`config.mk`:
```
export PLATFORM = sky130hd
export DESIGN_NAME = ctrl_decode_stage
export DESIGN_NICKNAME = d
export VERILOG_FILES = /design/src/rtl/ctrl_decode_stage_pkg.sv /design/src/rtl/ctrl_decode_comb.sv /design/src/rtl/ctrl_decode_stage.sv
export SDC_FILE = /design/constraint.sdc
export NUM_CORES = 1
export LEC_CHECK = 0
export BUFFER_PORTS_ARGS = -buffer_cell sky130_fd_sc_hd__clkbuf_2
export CAP_MARGIN = 20
export CORE_MARGIN = 4
export CORE_UTILIZATION = 45
export CTS_CLUSTER_SIZE = 20
export DETAILED_ROUTE_END_ITERATION = 16
export GPL_TIMING_DRIVEN = 0
export PLACE_DENSITY = 0.84
export SYNTH_ARGS = -nofsm -noshare
export SYNTH_HDL_FRONTEND = slang
export SYNTH_SLANG_ARGS = --single-unit
```
`constraint.sdc`:
```
create_clock -name clock -period 2 [get_ports clock]
set_input_delay 0.2 -clock clock [delete_from_list [all_inputs] [get_ports clock]]
set_output_delay 0.2 -clock clock [all_outputs]
set_load 0.02 [all_outputs]
```
`src/rtl/ctrl_decode_stage_pkg.sv`:
```
// Shared definitions for the decode/control stage: opcode and function
// encodings, FSM state encoding and the registered control bundle.
// CTRL_MULDIV_EN adds the multi-cycle multiply/divide state.
package ctrl_decode_stage_pkg;

  localparam logic [4:0] OP_RTYPE = 5'b00000;
  localparam logic [4:0] OP_J     = 5'b00001;
  localparam logic [4:0] OP_BNE   = 5'b00010;
  localparam logic [4:0] OP_JAL   = 5'b00011;
  localparam logic [4:0] OP_JR    = 5'b00100;
  localparam logic [4:0] OP_ADDI  = 5'b00101;
  localparam logic [4:0] OP_SW    = 5'b00111;
  localparam logic [4:0] OP_LW    = 5'b01000;

  localparam logic [4:0] FN_ADD = 5'b00000;
  localparam logic [4:0] FN_SUB = 5'b00001;
  localparam logic [4:0] FN_AND = 5'b00010;
  localparam logic [4:0] FN_OR  = 5'b00011;
  localparam logic [4:0] FN_SLL = 5'b00100;
  localparam logic [4:0] FN_SRA = 5'b00101;
  localparam logic [4:0] FN_MUL = 5'b00110;
  localparam logic [4:0] FN_DIV = 5'b00111;

`ifdef CTRL_MULDIV_EN
  typedef enum logic [1:0] {ST_ISSUE = 2'd0, ST_BUBBLE = 2'd1, ST_MD_BUSY = 2'd2} state_t;
`else
  typedef enum logic [1:0] {ST_ISSUE = 2'd0, ST_BUBBLE = 2'd1} state_t;
`endif

  // Single-bit controls carried with every bundle.
  typedef struct packed {
    logic write_en;
    logic rdst;
    logic alu_in_b;
    logic wren;
    logic rwd;      // load: write-back from memory, also marks a load for the interlock
    logic jp;
    logic br;
    logic exp;
    logic jal;
    logic jr;
    logic illegal;
  } ctrl_t;

endpackage

```
`src/rtl/ctrl_decode_comb.sv`:
```
// Pure combinational opcode/function -> control bundle decoder.
// With CTRL_MULDIV_EN undefined, mul/div functions decode as illegal.
module ctrl_decode_comb
  import ctrl_decode_stage_pkg::*;
#(
  parameter int OPW    = 5,
  parameter int ALUOPW = 5,
  parameter int REGW   = 5
) (
  input  logic [OPW-1:0]    opcode,
  input  logic [ALUOPW-1:0] raw_aluop,
  input  logic [REGW-1:0]   rt,
  input  logic [REGW-1:0]   rd,
  output ctrl_t             ctrl,
  output logic [ALUOPW-1:0] aluop,
`ifdef CTRL_MULDIV_EN
  output logic              md_op,
`endif
  output logic [REGW-1:0]   wdst
);

  // Decode table; unknown encodings yield an all-zero bundle with illegal set.
  always_comb begin
    // NOTE: every output gets a default first so no path can infer a latch.
    ctrl  = '0;
    aluop = '0;
    wdst  = '0;
`ifdef CTRL_MULDIV_EN
    md_op = 1'b0;
`endif
    case (opcode)
      OP_RTYPE: begin
        ctrl.write_en = 1'b1;
        ctrl.rdst     = 1'b1;
        aluop         = raw_aluop;
        wdst          = rd;
        case (raw_aluop)
          FN_ADD, FN_SUB: ctrl.exp = 1'b1;
          FN_AND, FN_OR, FN_SLL, FN_SRA: ;
`ifdef CTRL_MULDIV_EN
          FN_MUL, FN_DIV: begin
            ctrl.exp = 1'b1;
            md_op    = 1'b1;
          end
`endif
          default: begin
            ctrl         = '0;
            ctrl.illegal = 1'b1;
            aluop        = '0;
            wdst         = '0;
          end
        endcase
      end
      OP_ADDI: begin
        ctrl.write_en = 1'b1;
        ctrl.alu_in_b = 1'b1;
        ctrl.exp      = 1'b1;
        wdst          = rt;
      end
      OP_LW: begin
        ctrl.write_en = 1'b1;
        ctrl.alu_in_b = 1'b1;
        ctrl.rwd      = 1'b1;
        wdst          = rt;
      end
      OP_SW: begin
        ctrl.wren     = 1'b1;
        ctrl.alu_in_b = 1'b1;
      end
      OP_BNE: begin
        ctrl.br = 1'b1;
        aluop   = ALUOPW'(1);
      end
      OP_J:   ctrl.jp = 1'b1;
      OP_JAL: begin
        ctrl.jp       = 1'b1;
        ctrl.jal      = 1'b1;
        ctrl.write_en = 1'b1;
        wdst          = REGW'(31);
      end
      OP_JR:   ctrl.jr = 1'b1;
      default: ctrl.illegal = 1'b1;
    endcase
  end

endmodule

```
`src/rtl/ctrl_decode_stage.sv`:
```
// Registered decode/control stage with valid/ready handshake, load-use
// interlock, flush and illegal-opcode flag. Defining CTRL_MULDIV_EN adds
// the multiply/divide occupancy counter, MD_BUSY state and md_start pulse.
module ctrl_decode_stage
  import ctrl_decode_stage_pkg::*;
#(
  parameter int OPW    = 5,
  parameter int ALUOPW = 5,
  parameter int REGW   = 5,
  parameter int MD_LAT = 32
) (
  input  logic              clock,
  input  logic              reset,
  input  logic              in_valid,
  output logic              in_ready,
  input  logic [OPW-1:0]    opcode,
  input  logic [ALUOPW-1:0] raw_aluop,
  input  logic [REGW-1:0]   rs,
  input  logic [REGW-1:0]   rt,
  input  logic [REGW-1:0]   rd,
  input  logic              flush,
  output logic              out_valid,
  input  logic              out_ready,
  output logic              ctrl_writeEnable,
  output logic              Rdst,
  output logic              ALUinB,
  output logic              wren,
  output logic              Rwd,
  output logic              JP,
  output logic              BR,
  output logic              EXP,
  output logic              JAL,
  output logic              JR,
  output logic [ALUOPW-1:0] aluop,
  output logic [REGW-1:0]   wdst,
  output logic              md_start,
  output logic              illegal
);

  ctrl_t             dec_ctrl, out_ctrl;
  logic [ALUOPW-1:0] dec_aluop, out_aluop;
  logic [REGW-1:0]   dec_wdst, out_wdst;
  state_t            state, state_nxt;
  logic              ld_valid;
  logic [REGW-1:0]   ld_reg;
  logic              can_load, hazard, accept, go_bubble;

`ifdef CTRL_MULDIV_EN
  localparam int CNTW = $clog2(MD_LAT);
  logic            dec_md;
  logic [CNTW-1:0] md_cnt;
  logic            md_start_q;
`endif

  ctrl_decode_comb #(.OPW(OPW), .ALUOPW(ALUOPW), .REGW(REGW)) u_decode (
    .opcode    (opcode),
    .raw_aluop (raw_aluop),
    .rt        (rt),
    .rd        (rd),
    .ctrl      (dec_ctrl),
    .aluop     (dec_aluop),
`ifdef CTRL_MULDIV_EN
    .md_op     (dec_md),
`endif
    .wdst      (dec_wdst)
  );

  // The output register may take a new bundle when empty or being drained.
  assign can_load = !out_valid || out_ready;
  // Tracker only ever holds a non-zero load destination, so r0 never interlocks.
  assign hazard   = in_valid && ld_valid && ((rs == ld_reg) || (rt == ld_reg));

  // Next-state, handshake and acceptance decisions.
  always_comb begin
    state_nxt = state;
    in_ready  = 1'b0;
    go_bubble = 1'b0;
    unique case (state)
      ST_ISSUE: begin
        in_ready = can_load && !hazard && !flush;
        if (hazard && can_load && !flush) begin
          go_bubble = 1'b1;
          state_nxt = ST_BUBBLE;
        end
      end
      ST_BUBBLE: begin
        in_ready  = can_load && !flush;
        state_nxt = ST_ISSUE;
      end
`ifdef CTRL_MULDIV_EN
      ST_MD_BUSY: begin
        if (md_cnt == '0) state_nxt = ST_ISSUE;
      end
`endif
      default: state_nxt = ST_ISSUE;
    endcase
    accept = in_ready && in_valid;
`ifdef CTRL_MULDIV_EN
    if (accept && dec_md) state_nxt = ST_MD_BUSY;
`endif
    if (flush) state_nxt = ST_ISSUE;
  end

  // State register.
  always_ff @(posedge clock or posedge reset) begin
    // NOTE: sequential state uses non-blocking assignments so every flop samples pre-edge values.
    if (reset) state <= ST_ISSUE;
    else       state <= state_nxt;
  end

  // Load-use tracker: destination of the last accepted load.
  always_ff @(posedge clock or posedge reset) begin
    if (reset) begin
      ld_valid <= 1'b0;
      ld_reg   <= '0;
    end else if (flush || go_bubble) begin
      ld_valid <= 1'b0;
      ld_reg   <= '0;
    end else if (accept) begin
      ld_valid <= dec_ctrl.rwd && (dec_wdst != '0);
      ld_reg   <= dec_wdst;
    end
  end

  // Output bundle register; holds while stalled, dropped by flush.
  always_ff @(posedge clock or posedge reset) begin
    if (reset) begin
      out_valid <= 1'b0;
      out_ctrl  <= '0;
      out_aluop <= '0;
      out_wdst  <= '0;
    end else if (flush) begin
      out_valid <= 1'b0;
    end else if (can_load) begin
      out_valid <= accept;
      if (accept) begin
        out_ctrl  <= dec_ctrl;
        out_aluop <= dec_aluop;
        out_wdst  <= dec_wdst;
      end
    end
  end

`ifdef CTRL_MULDIV_EN
  // Multiply/divide occupancy counter and one-cycle start pulse.
  always_ff @(posedge clock or posedge reset) begin
    if (reset) begin
      md_cnt     <= '0;
      md_start_q <= 1'b0;
    end else begin
      md_start_q <= accept && dec_md && !flush;
      if (flush)                md_cnt <= '0;
      else if (accept && dec_md) md_cnt <= CNTW'(MD_LAT - 1);
      else if (md_cnt != '0)    md_cnt <= md_cnt - CNTW'(1);
    end
  end
  assign md_start = md_start_q;
`else
  assign md_start = 1'b0;
`endif

  assign ctrl_writeEnable = out_ctrl.write_en;
  assign Rdst             = out_ctrl.rdst;
  assign ALUinB           = out_ctrl.alu_in_b;
  assign wren             = out_ctrl.wren;
  assign Rwd              = out_ctrl.rwd;
  assign JP               = out_ctrl.jp;
  assign BR               = out_ctrl.br;
  assign EXP              = out_ctrl.exp;
  assign JAL              = out_ctrl.jal;
  assign JR               = out_ctrl.jr;
  assign illegal          = out_ctrl.illegal;
  assign aluop            = out_aluop;
  assign wdst             = out_wdst;

endmodule

```
# Word level (Yosys, flattened, before mapping)
# Index checks and enable logic that the tools add are counted.
# word_totals
out_inout_bits,24
in_bits,30
ff_bits,30
elab_cells,93
# classes
eq_ne,16
mux,30
n_bitwise,1
reduce_logical,29
# ops
op,n
$eq A5 B3 Y1 const B,5
$pmux W1 S2,11
$eq A5 B2 Y1 const B,4
$mux W5,4
$pmux W5 S3,1
$eq A5 B1 Y1 const B,2
$eq A5 B5 Y1,2
$logic_not A5 Y1,2
$pmux W5 S2,1
$logic_and A1 B1 Y1,9
$mux W1,9
$mux W7,1
$reduce_or A7 Y1,1
$mux W2,3
$reduce_or A2 Y1,3
$reduce_or A3 Y1,2
$reduce_or A6 Y1,1
$eq A5 B4 Y1 const B,1
$reduce_bool A5 Y1,1
$reduce_bool A2 Y1,2
$logic_not A1 Y1,3
$logic_or A1 B1 Y1,3
$ne A3 B3 Y1 const B,1
$reduce_and A3 Y1,1
3 further kinds,3

# Depth between registers and ports, before layout
# logic_depth
depth_word,10
mapped_depth,7
mapped_depth_nobuf,5

# Modules after synthesis
# A second synthesis with hierarchy kept.
# unflattened
cells_unflattened,137
hier_area_um2,1677.9
# by_module_without_submodules
mod,n_inst,area_each_um2,seq_area_each_um2,cells_per_inst
ctrl_decode_stage,1,1336.3,725.7,91
ctrl_decode_comb,1,341.6,0.0,46

# Worst setup path before layout
# OpenSTA, ideal clock, no wires.
# synth_timing
path_kind,register to output
start,register ld_reg[4]
end,output in_ready
path_slack_ps,21
path_buffers,1
t_arrival_ps,1779
required_ps,1800
stages_incl_launch_ff,6
cell_sequence,dfrtp_1 xor2_1 nor4_2 a22oi_2 clkbuf_1 nor3b_1
# synth_via
elab_chain_len,7
word_cells_on_any_way,8
classes_between,eq/ne: 2; mux: 1; reduce/logical: 5
# synth_rtl
item,line_no,text
from (decl),ctrl_decode_stage.sv:45,logic [REGW-1:0] ld_reg;
from (signal assigned),ctrl_decode_stage.sv:121,ld_reg <= dec_wdst;
$eq A5 B5 Y1,ctrl_decode_stage.sv:71,assign hazard = in_valid && ld_valid && ((rs == ld_reg) || (rt == ld_reg));
$logic_or A1 B1 Y1 *,ctrl_decode_stage.sv:71,
$logic_and A1 B1 Y1 *,ctrl_decode_stage.sv:71,
$logic_not A1 Y1 *,ctrl_decode_stage.sv:80,in_ready = can_load && !hazard && !flush;
$logic_and A1 B1 Y1 * (2 in series),ctrl_decode_stage.sv:80,
$pmux W1 S2 *,ctrl_decode_stage.sv:78,unique case (state)
to (decl),ctrl_decode_stage.sv:15,"output logic in_ready,"
# Every way passes the cells marked *; elsewhere a longest branch is shown, timed or not.

# Worst setup path after layout
# Ends and elaborated chain as after synthesis.

==> results.txt <==
- Number of max-slew violations in the final report: 0
- Of all flip-flops after synthesis, the portion carrying an async set or reset was 1.00.
* Number of unique standard cell types used by synthesis: 43
* Leading register cell type out of synthesis: sky130_fd_sc_hd__dfrtp_1
* Status: completed
- Of the synthesized area, sequential elements account for 0.439.
- The finished cells cover 0.00220 mm².
- Yosys reg bits: 29
- Area taken by flip-flops and latches: 726 µm²
- For the final routed database, the setup TNS stands at 0 ns.
- Of all nets on the critical path, the largest fanout is 6.
* Total of endpoints with negative setup slack in the final report: 0
* Cell Pwr Density: 645 mW/mm²
- The mapped netlist covers 0.00165 mm².
- Wire length of the first global-routing pass: 6670 µm
- Data on the critical path is required at its endpoint by 1.80 ns.
- Area share of the largest cell type after synthesis: 0.439
* Insertion delay of the later-clocked pin in the worst-skew pair: 0.28 ns
* Number of rows created at floorplan: 21
- The first routing iteration left 159 violations.
* Cell family contributing the most delay on the critical path: simple AND/OR/NAND/NOR gates
- Fin util: 0.640
- The worst register-to-register path begins at ld_reg[4]$_DFFE_PP0P_.
- Once routing completed, OpenROAD measured the worst setup slack at 0.00790 ns.
- Vias per Instance: 5.37
* CTS tree: built
* Origin of the worst setup path: ld_reg[4]$_DFFE_PP0P_
- Sequence of cells on the critical path: xor2_1, nor4_2, a22oi_2, clkbuf_8, nor3b_2, buf_4
- Worst-path clk slew: 0.05 ns
* Critical path's largest stage delay: 0.41 ns
* Kind of end point of the critical path: output port
- The tree built by TritonCTS fans out to 29 sinks.
- Largest net degree at the start of global routing: 30
- Of the available clock period, the critical path in the final layout requires 0.996.
- Cell internal power was estimated by the tool at 1020 µW.
- The die covers 0.00470 mm².
- Area added between synthesis and finish: 33.5%
- Placed Area: 0.00196 mm²
- All-Layer GR Usage: 0.194
- The clock tree synthesis step divided the H-tree into 2 levels.
* Signal arrival time at the worst endpoint: 1.79 ns
* DRC violations left: 0
- Unrepaired setup endpoints after global routing: true
- Crit Reg-Reg Endpoint: wdst[4]$_DFFE_PP0P_
* Crit start category: flip-flop
- Once layout is complete, the cells apart from fillers number 283.
* Crit Path Category: reg -> out
* Number of synthesized flops with an enable pin: 0
- Reg2reg path depth: 7
* Number of port buffers: 50
- By area the synthesized netlist is led by sky130_fd_sc_hd__dfrtp_1 44%, sky130_fd_sc_hd__a21oi_1 7.9%, sky130_fd_sc_hd__xor2_1 5.3%, sky130_fd_sc_hd__mux2_2 4.1%, sky130_fd_sc_hd__mux2_4 2.7%.
- The longest clock path from root to sink contains 2 buffers.
* Worst Setup EP: in_ready
* Total placed cells including tap cells: 264
* Post-route antenna net violation count: 0
- Timing analysis after detailed placement gives a worst setup slack of -0.0952 ns.
* Proportion of total power due to net switching: 0.280
- Horiz. Die Dim: 68.6 µm
* Inserted Diodes: 0
- IR drop worst, VDD: 0.000475 V
- Worst min-delay path class: in -> reg
- The number of endpoints with negative hold slack in the final report is 0.
- Count of buffer and inverter cells on the critical path: 2
- For this run the aggregate overflow at the end of global routing stands at 0.
- Clock root buffer: sky130_fd_sc_hd__clkbuf_8
* Synth Warn #: 0
* Timing-limited maximum frequency: 502 MHz
- The critical path runs through a total of 6 cells.
- Detailed-router iteration count before antenna repair: 4
- Fin nets: 267
- The floorplan step defined a core boundary enclosing 0.00344 mm².
- The routed design could run at a clock period as short as 1.99 ns.
* Initial cell density of the core: 0.480
- Number of antenna violations at the first check in global routing: 0
- Max_cap viols: 0
- sky130_fd_sc_hd__dfrtp_1 takes more of the synthesized area than any other cell.
- Total number of vias: 1520
- Setup skew after layout: 0.00675 ns
- The number of global-route vias before repair came to 1471.
* Mapped Nets: 198
- After detailed routing, the average wire length per cell comes to 15.8 µm.
- Sw power: 398 µW
- The multi-input combinational cells in the finished layout cover a total of 837 µm².
* Slew Limit Headroom: 0.551
- Counting every instance in the synthesized netlist gives 168.
- Transition time of the tightest slew-check pin: 0.672 ns
* Relative contribution of the clock network to total power: 0.329
* IO Count: 54
* Height of the die: 68.6 µm
- Fill cell count: 283
* Sequential power share: 0.458
* DPL Wire Length: 3180 µm
- Relative contribution of combinational cells to total power: 0.213
- The congestion estimate from routability-driven global placement came to 0.847.
- The setup check on the worst reg-to-reg path leaves a slack of 0.08 ns.
* Total CTS buffers: 5
- In the final layout, the share of cells above drive strength 1 is 0.392.
* Average footprint of a synthesized cell: 9.83 µm²
* CP max-delay cell: sky130_fd_sc_hd__dfrtp_1
- After detailed routing, the total wire length is 4480 µm.
- Leak pwr: 0.00107 µW
[power groups by stage]
stage | Clock [µW] | Sequential [µW] | Combinational (µW)
finish | 468 | 651 | 303
global route | 511 | 656 | 332
CTS | 482 | 652 | 286
detailed placement | 0 | 662 | 278
global placement | 0 | 659 | 274
floorplan | 0 | 697 | 138
[worst min-delay path by stage]
stage	start	depth (start not counted)	to	slack, ns
after floorplan	flush	1	ld_reg[4]$_DFFE_PP0P_	0.26
after global placement	flush	2	ld_reg[4]$_DFFE_PP0P_	0.45
after detailed placement	flush	2	ld_reg[4]$_DFFE_PP0P_	0.45
after CTS	flush	2	ld_reg[4]$_DFFE_PP0P_	0.16
after global routing	flush	2	ld_reg[4]$_DFFE_PP0P_	0.20
final	flush	2	ld_reg[4]$_DFFE_PP0P_	0.19
[metal layers]
| metal | track usage | routed length [µm] | share of wire | up-vias |
|---|---|---|---|---|
| li1 | - | - | - | 742 |
| met1 | 0.263 | 1980 | 0.44 | 713 |
| met2 | 0.303 | 2130 | 0.48 | 52 |
| met3 | 0.0276 | 249 | 0.056 | 13 |
| met4 | 0.0943 | 115 | 0.026 | 0 |
| met5 | 0 | 0 | 0 | - |
[cell type report]
cell class / count / area share
Multi-Input combinational cell: 118 / 0.380
Sequential cell: 29 / 0.329
Timing Repair Buffer: 63 / 0.179
Clock buffer: 7 / 0.0392
Buffer: 11 / 0.0318
Tap cell: 46 / 0.0261
Inverter: 9 / 0.0153
[layout by cell type, fill, tap and decap left out, drive strengths merged, types with 6 or more instances in the layout]
cell and instances:
clkbuf 63, dfrtp 29, a21oi 26, buf 17, xor2 10, inv 9
mux2 9, nand3 6, o21ai 6
[cell usage after synthesis, drive strengths merged, types with 3 or more instances]
| library cell | count |
|---|---|
| a211oi | 4 |
| a21oi | 26 |
| nor4 | 4 |
| nor2 | 5 |
| inv | 9 |
| mux2 | 9 |
| o21ai | 6 |
| nand2 | 5 |
| dfrtp | 29 |
| nor2b | 5 |
| nand3 | 6 |
| nor3b | 4 |
| buf | 6 |
| xor2 | 10 |
| clkbuf | 6 |
| nor3 | 3 |
[cell families after synthesis]
logic type	synth area share
buffers and inverters	0.0614
and+or+nand+nor	0.174
other	0.00227
muxes	0.0742
AOI/OAI and AO/OA	0.195
DFF	0.439
xor gates and xnor gates	0.0530
[metrics by stage]
step	power [µW]	hold WS (ns)
floorplan	834	0.263
global placement	934	0.448
detailed placement	940	0.453
CTS	1420	0.162
global route	1500	0.203
finish	1420	0.189
[repair_timing]
| item | in CTS | in global routing |
|---|---|---|
| pin swaps | 2 | 6 |
| gates resized for setup | 6 | 4 |
| endpoints found under the setup margin | 2 | 24 |
| buffers inserted | 4 | 6 |
| gates cloned | 0 | 1 |
| endpoints found under the hold margin | 0 | 12 |
| hold buffers | 0 | 1 |
No activity file was read; power rests on OpenSTA's default activity.
